File: src/rtl/conv_pkg.sv
// Shared sizing for the conv_8_4 -> conv_out_reduce datapath.
package conv_pkg;

  // conv_8_4 geometry: N input taps window, M-tap kernel
  localparam int unsigned CONV_N     = 8;
  localparam int unsigned CONV_M     = 4;

  // Number of y values produced per frame by conv_8_4
  localparam int unsigned CONV_FRAME = CONV_N - CONV_M + 1;

  // Signed width of each y value and of an exact frame sum
  localparam int unsigned CONV_W_IN  = 18;
  localparam int unsigned CONV_W_SUM = CONV_W_IN + $clog2(CONV_FRAME);

endpackage : conv_pkg

File: src/rtl/conv_out_reduce.sv
// Reduces each frame of FRAME signed y samples to its exact sum and signed max,
// presented on a valid/ready output register that holds one result.
module conv_out_reduce
  import conv_pkg::*;
#(
  parameter int unsigned FRAME = CONV_FRAME,
  parameter int unsigned W_IN  = CONV_W_IN,
  parameter int unsigned W_SUM = CONV_W_SUM
) (
  input  logic             clk,
  input  logic             reset,
  input  logic [W_IN-1:0]  s_data_in_y,
  input  logic             s_valid_y,
  output logic             s_ready_y,
  output logic [W_SUM-1:0] m_data_out_sum,
  output logic [W_IN-1:0]  m_data_out_max,
  output logic             m_valid,
  input  logic             m_ready
);

  localparam int unsigned     CNT_W    = (FRAME > 1) ? $clog2(FRAME) : 1;
  localparam logic [CNT_W-1:0] CNT_LAST = CNT_W'(FRAME - 1);

  logic [CNT_W-1:0]        cnt_q, cnt_d;
  logic signed [W_SUM-1:0] acc_sum_q, acc_sum_d;
  logic signed [W_IN-1:0]  acc_max_q, acc_max_d;
  logic signed [W_SUM-1:0] sum_q, sum_d;
  logic signed [W_IN-1:0]  max_q, max_d;
  logic                    valid_q, valid_d;

  logic signed [W_IN-1:0]  sample;
  logic signed [W_SUM-1:0] frame_sum;
  logic signed [W_IN-1:0]  frame_max;
  logic                    at_last;
  logic                    in_fire;
  logic                    out_fire;

  assign sample = s_data_in_y;

  // Only the frame-completing sample can stall, and only when the held result is not leaving
  assign at_last   = (cnt_q == CNT_LAST);
  assign s_ready_y = !(at_last && valid_q && !m_ready);
  assign in_fire   = s_valid_y && s_ready_y;
  assign out_fire  = valid_q && m_ready;

  // Running sum/max including the current sample; first sample of a frame seeds both
  always_comb begin
    frame_sum = W_SUM'(sample);
    frame_max = sample;
    if (cnt_q != '0) begin
      frame_sum = acc_sum_q + W_SUM'(sample);
      frame_max = (sample > acc_max_q) ? sample : acc_max_q;
    end
  end

  // Next-state for counter, accumulators and output register
  always_comb begin
    cnt_d     = cnt_q;
    acc_sum_d = acc_sum_q;
    acc_max_d = acc_max_q;
    sum_d     = sum_q;
    max_d     = max_q;
    valid_d   = valid_q;

    if (out_fire) begin
      valid_d = 1'b0;
    end

    if (in_fire) begin
      acc_sum_d = frame_sum;
      acc_max_d = frame_max;
      if (at_last) begin
        cnt_d   = '0;
        sum_d   = frame_sum;
        max_d   = frame_max;
        valid_d = 1'b1;
      end else begin
        cnt_d = cnt_q + CNT_W'(1);
      end
    end
  end

  // State registers with asynchronous active-low clear
  always_ff @(posedge clk or negedge reset) begin
    if (!reset) begin
      cnt_q     <= '0;
      acc_sum_q <= '0;
      acc_max_q <= '0;
      sum_q     <= '0;
      max_q     <= '0;
      valid_q   <= 1'b0;
    end else begin
      cnt_q     <= cnt_d;
      acc_sum_q <= acc_sum_d;
      acc_max_q <= acc_max_d;
      sum_q     <= sum_d;
      max_q     <= max_d;
      valid_q   <= valid_d;
    end
  end

  assign m_data_out_sum = sum_q;
  assign m_data_out_max = max_q;
  assign m_valid        = valid_q;

endmodule : conv_out_reduce

File: config.mk
export PLATFORM = sky130hd
export DESIGN_NAME = conv_out_reduce
export DESIGN_NICKNAME = d
export VERILOG_FILES = /design/src/rtl/conv_pkg.sv /design/src/rtl/conv_out_reduce.sv
export SDC_FILE = /design/constraint.sdc
export NUM_CORES = 1
export LEC_CHECK = 0
export CAP_MARGIN = 0
export CORE_MARGIN = 2
export CORE_UTILIZATION = 62
export DETAILED_ROUTE_END_ITERATION = 6
export PLACE_DENSITY = 0.87
export SLEW_MARGIN = 20
export SYNTH_ARGS = -nofsm -noshare
export SYNTH_HDL_FRONTEND = slang
export SYNTH_SLANG_ARGS = --single-unit
export TNS_END_PERCENT = 5
File: constraint.sdc
create_clock -name clk -period 4.7 [get_ports clk]
set_input_delay 0.705 -clock clk [delete_from_list [all_inputs] [get_ports clk]]
set_output_delay 0.705 -clock clk [all_outputs]
set_load 0.03 [all_outputs]
==> After elaboration in Yosys (flattened, before gate mapping) <==
Index checks and enable logic that the tools add are counted.
W data, S select, Z words.
{ "word_totals": {"regBits": 82, "output_inout_bits": 41, "wordCells": 25} }
{ "classes": {"n_addsub": 2, "n_lt_le_gt_ge": 1, "eq_ne": 1, "muxes": 7, "n_reduce_logical": 8} }
{ "op_table": {"columns": ["operator", "count"], "rows": [
  ["$mux W18", 2],
  ["$add A21 B18 Y21", 1],
  ["$mux W21", 1],
  ["$gt A18 B18 Y1", 1],
  ["$logic_and A1 B1 Y1", 4],
  ["$add A3 B1 Y3 const B", 1],
  ["$eq A3 B3 Y1 const B", 1],
  ["$mux W1", 3],
  ["$mux W3", 1],
  ["$reduce_bool A3 Y1", 1],
  ["$logic_not A1 Y1", 2],
  ["$reduce_and A2 Y1", 1]
]} }

==> Longest topological paths before layout <==
{ "logic_depth": {"word_depth": 6, "mapped_depth": 11, "depth_no_buf": 9} }

==> Worst setup path before layout <==
No wires, ideal clock.
{ "synth_timing": {"path_kind": "input -> register", "start": "in s_data_in_y[0]", "end": "reg sum_q[18], in the netlist m_data_out_sum[18]", "setup_ns": 0.125, "arrival_time_ns": 2.640, "path_slack_ns": 1.936, "stages": 9, "path_buffers": 0, "cell_sequence": "ha_1 fa_1 a211oi_2 o31ai_2 o2bb2ai_1 o31a_1 mux2i_1 nand2_1 mux2_2"} }
{ "synth_via": {"elab_chain_cells": 2} }
{ "synth_lines": {"columns": ["element", "line_no", "text"], "rows": [
  ["start, declared", "conv_out_reduce.sv:12", "input logic [W_IN-1:0] s_data_in_y,"],
  ["$add A21 B18 Y21", "conv_out_reduce.sv:51", "frame_sum = acc_sum_q + W_SUM'(sample);"],
  ["$mux W21", "conv_out_reduce.sv:50", "if (cnt_q != '0) begin"],
  ["end signal, assigned", "conv_out_reduce.sv:96", "sum_q <= sum_d;"],
  ["end, declared", "conv_out_reduce.sv:27", "logic signed [W_SUM-1:0] sum_q, sum_d;"]
]} }
Every way passes these cells.
A chain may end at the register's enable or synchronous reset.

==> Worst setup path in the final report <==
Same ends and word-level chain as after synthesis.

==> metrics.md <==
| Metric | Value |
|---|---|
| Outcome | completed |
| Area leader, netlist | dfrtp_1 |
| 1st-iter DRT viols | 400 |
| Final setup TNS | 0 ns |
| Area share of the largest cell type after synthesis | 36.93% |
| Primary FF master, synth | dfrtp_1 |
| Postcts setup bufs | 0 |
| Worst-case clock buffer depth | 2 |
| Max cap viols | 0 |
| DR vias | 5229 |
| Cell with the largest stage delay on the worst path | clkdlybuf4s50_1 |
| Initial core utilization | 63.72% |
| Router iterations before antenna repair | 6 |
| RSZ-0062 raised after global routing | false |
| Post-CTS sizing | 0 |
| PortBufs | 62 |
| Share of layout cells above drive strength 1 | 5.755% |
| CTS tree | built |
| Antenna viol nets, final | 0 |
| Post-synth EDFFs | 0 |
| Most common cell after layout, fill and taps aside | nand2_1 |
| Fmax | 308.0 MHz |
| Worst Setup SP | s_data_in_y[0] |
| CP endpoint kind | flip-flop |
| Peak supply drop | 0.4068 mV |
| Clk sink count | 82 |
| Crit path max-delay family | compound AO/OA/AOI/OAI gates |
| Final Critical Period | 3.246 ns |
| CP bufs+invs | 1 |
| Worst endpoint required time | 4.94 ns |
| Post-synthesis register bit count | 82 |
| Initial antenna violation count | 0 |
| Synth cell types | 63 |
| Hold Vio Cnt, Final | 0 |
| Power per cell area | 754.4 mW/mm^2 |
| Hold_ws | 0.3775 ns |
| Clock root cell | clkbuf_8 |
| GP Congestion | 0.9186 |
| Nets | 753 |
| Max transition margin | 28.98% |
| Worst path cell trace | clkdlybuf4s50_1 > ha_1 > fa_1 > a211oi_2 > o31ai_2 > o2bb2ai_1 > o31a_1 > mux2i_1 > nand2_1 > mux2_2 |
| Die width | 98.67 um |
| Seq/Total Area, Yosys | 36.93% |
| Synth-to-Final Area Change | 15.11% |
| Worst-path clk slew | 0.09 ns |
| IO Count | 63 |
| Hpwl dp | 9999 um |
| Synth warn | 0 |
| Min-Delay Path Class | in2async |
| Clock skew | 0.007755 ns |
| Final WL | 14510 um |
| Core region area | 0.008721 mm^2 |
| GR Overflow Total | 0 |
| Cell count after synthesis | 655 |
| Crit path max fanout | 5 |
| Die height | 98.67 um |
| Mapped Nets | 718 |
| Least-Margin Pin Slew | 1.063 ns |
| GRT Total Usage | 30.69% |
| DIE AREA | 0.009736 mm^2 |
| DR WL/cell | 18.06 um |
| Leakage | 0.002864 uW |
| Fin. max-slew vios | 0 |
| Syn Std Cell Area | 0.005557 mm^2 |
| Largest cells by area after synthesis | dfrtp_1 (37%), ha_1 (9.0%), nand2_1 (6.6%), a21o_1 (3.8%), nor2_1 (3.8%) |
| Setup Viol. Count Final | 0 |
| Latest clock arrival within the worst-skew pair | 0.36 ns |
| Largest net degree at the start of global routing | 83 |
| Cts bufs inserted | 9 |
| H-tree levels | 3 |
| Row cnt | 34 |
| First-pass GRT wire length | 24290 um |
| Most frequent cells in the layout | nand2_1 (97), dfrtp_1 (82), clkdlybuf4s50_1 (61) |
| Max stage delay on crit path | 0.50 ns |
| Crit share post-route | 69.07% |
| # hold bufs at CTS | 0 |
| ANT cells | 0 |
| Worst r2r src | acc_sum_q[0] |
| Startpoint Class | primary input |
| DRC | 0 |
| Vias per inst | 6.512 |
| Vias in the first global route | 5118 |
| Post-synth ARST share | 100.0% |
| Arr. time, crit path | 3.49 ns |
| Crit path kind | in2reg |
| Avg Cell Area, Syn | 8.483 um^2 |
-- report_power, final --
part,internal [uW],switching [uW]
Clock,244,271
Sequential,1050,217
Combinational,1200,1840
-- Yosys cell counts (4+ instances only) --
| library cell | instances |
|---|---|
| a31oi_1 | 27 |
| or3_1 | 9 |
| o311ai_1 | 5 |
| nand2b_1 | 5 |
| and3_1 | 10 |
| and4_1 | 8 |
| nor3_1 | 4 |
| o21a_1 | 4 |
| o21ai_0 | 33 |
| xor2_1 | 11 |
| a211oi_1 | 6 |
| o211ai_1 | 10 |
| ha_1 | 40 |
| a21oi_1 | 30 |
| o221ai_1 | 7 |
| nor2_1 | 56 |
| nand4_1 | 21 |
| a21boi_0 | 5 |
| nand3_1 | 27 |
| dfrtp_1 | 82 |
| buf_2 | 13 |
| xnor2_1 | 5 |
| a21o_1 | 28 |
| inv_1 | 25 |
| nand2_1 | 97 |
| clkbuf_1 | 28 |
| a221oi_1 | 5 |
-- final timing paths --
kind	slack, ns	endpoint	cells past startpoint
worst max-delay path	1.45	m_data_out_sum[18]	10
worst min-delay path	0.38	acc_sum_q[5]	1
worst max register to register	1.98	m_data_out_sum[18]	9
worst min register to register	0.47	m_data_out_sum[14]	2
max in group asynchronous	3.79	acc_max_q[15]	1
min in group clk	0.47	m_data_out_sum[14]	2
-- metrics by stage --
step	std cells	total power, uW	worst slack, ns	utilization [%]	area (um^2)
final	803	4825	1.454	73.34	6396
after CTS	803	4790	1.271	73.19	6382
after global routing	803	5183	1.288	73.34	6396
after detailed placement	787	4258	0.9110	71.05	6196
after global placement	787	4128	1.047	71.05	6196
after floorplan	655	3395	1.936	-	5557
-- area by class of cell --
cell class | instances | area [um^2]
multi-input combinational | 504 | 3262
inverter | 25 | 93.84
clock buffer | 11 | 131.4
tap | 108 | 135.1
timing repair buffer | 68 | 666.9
clock inverter | 5 | 55.05
sequential | 82 | 2052
fill | 655 | 2325
-- worst reg2reg max path, stage by stage, from the launching register on --
cell and delay (ns):
dfrtp_1 0.38, ha_1 0.21, fa_1 0.44, a211oi_2 0.26
o31ai_2 0.14, o2bb2ai_1 0.21, o31a_1 0.37, mux2i_1 0.25
nand2_1 0.08, mux2_2 0.26
-- sequential cells by signal (all words and copies together) (netlist names) --
signal and cells:
m_data_out_sum 21, cnt_q 3, acc_max_q 18, m_data_out_max 18
m_valid 1, acc_sum_q 21
-- kinds of logic after synthesis --
logic type / after synthesis / share of synthesized area [%]
buf+inv: 69 / 4.954
fa+ha+maj: 41 / 9.367
mux: 6 / 1.148
flops: 82 / 36.93
simple gates: 251 / 21.35
xor+xnor: 16 / 2.522
compound gates: 190 / 23.73
-- layer usage --
layer	share of wire (%)	GRT usage, %	up-vias
li1	-	-	2477
met1	41	39.40	2485
met2	50	52.17	237
met3	6.7	5.461	30
met4	2.3	11.38	0
met5	0	0	-
No activity file was read; power rests on OpenSTA's default activity.
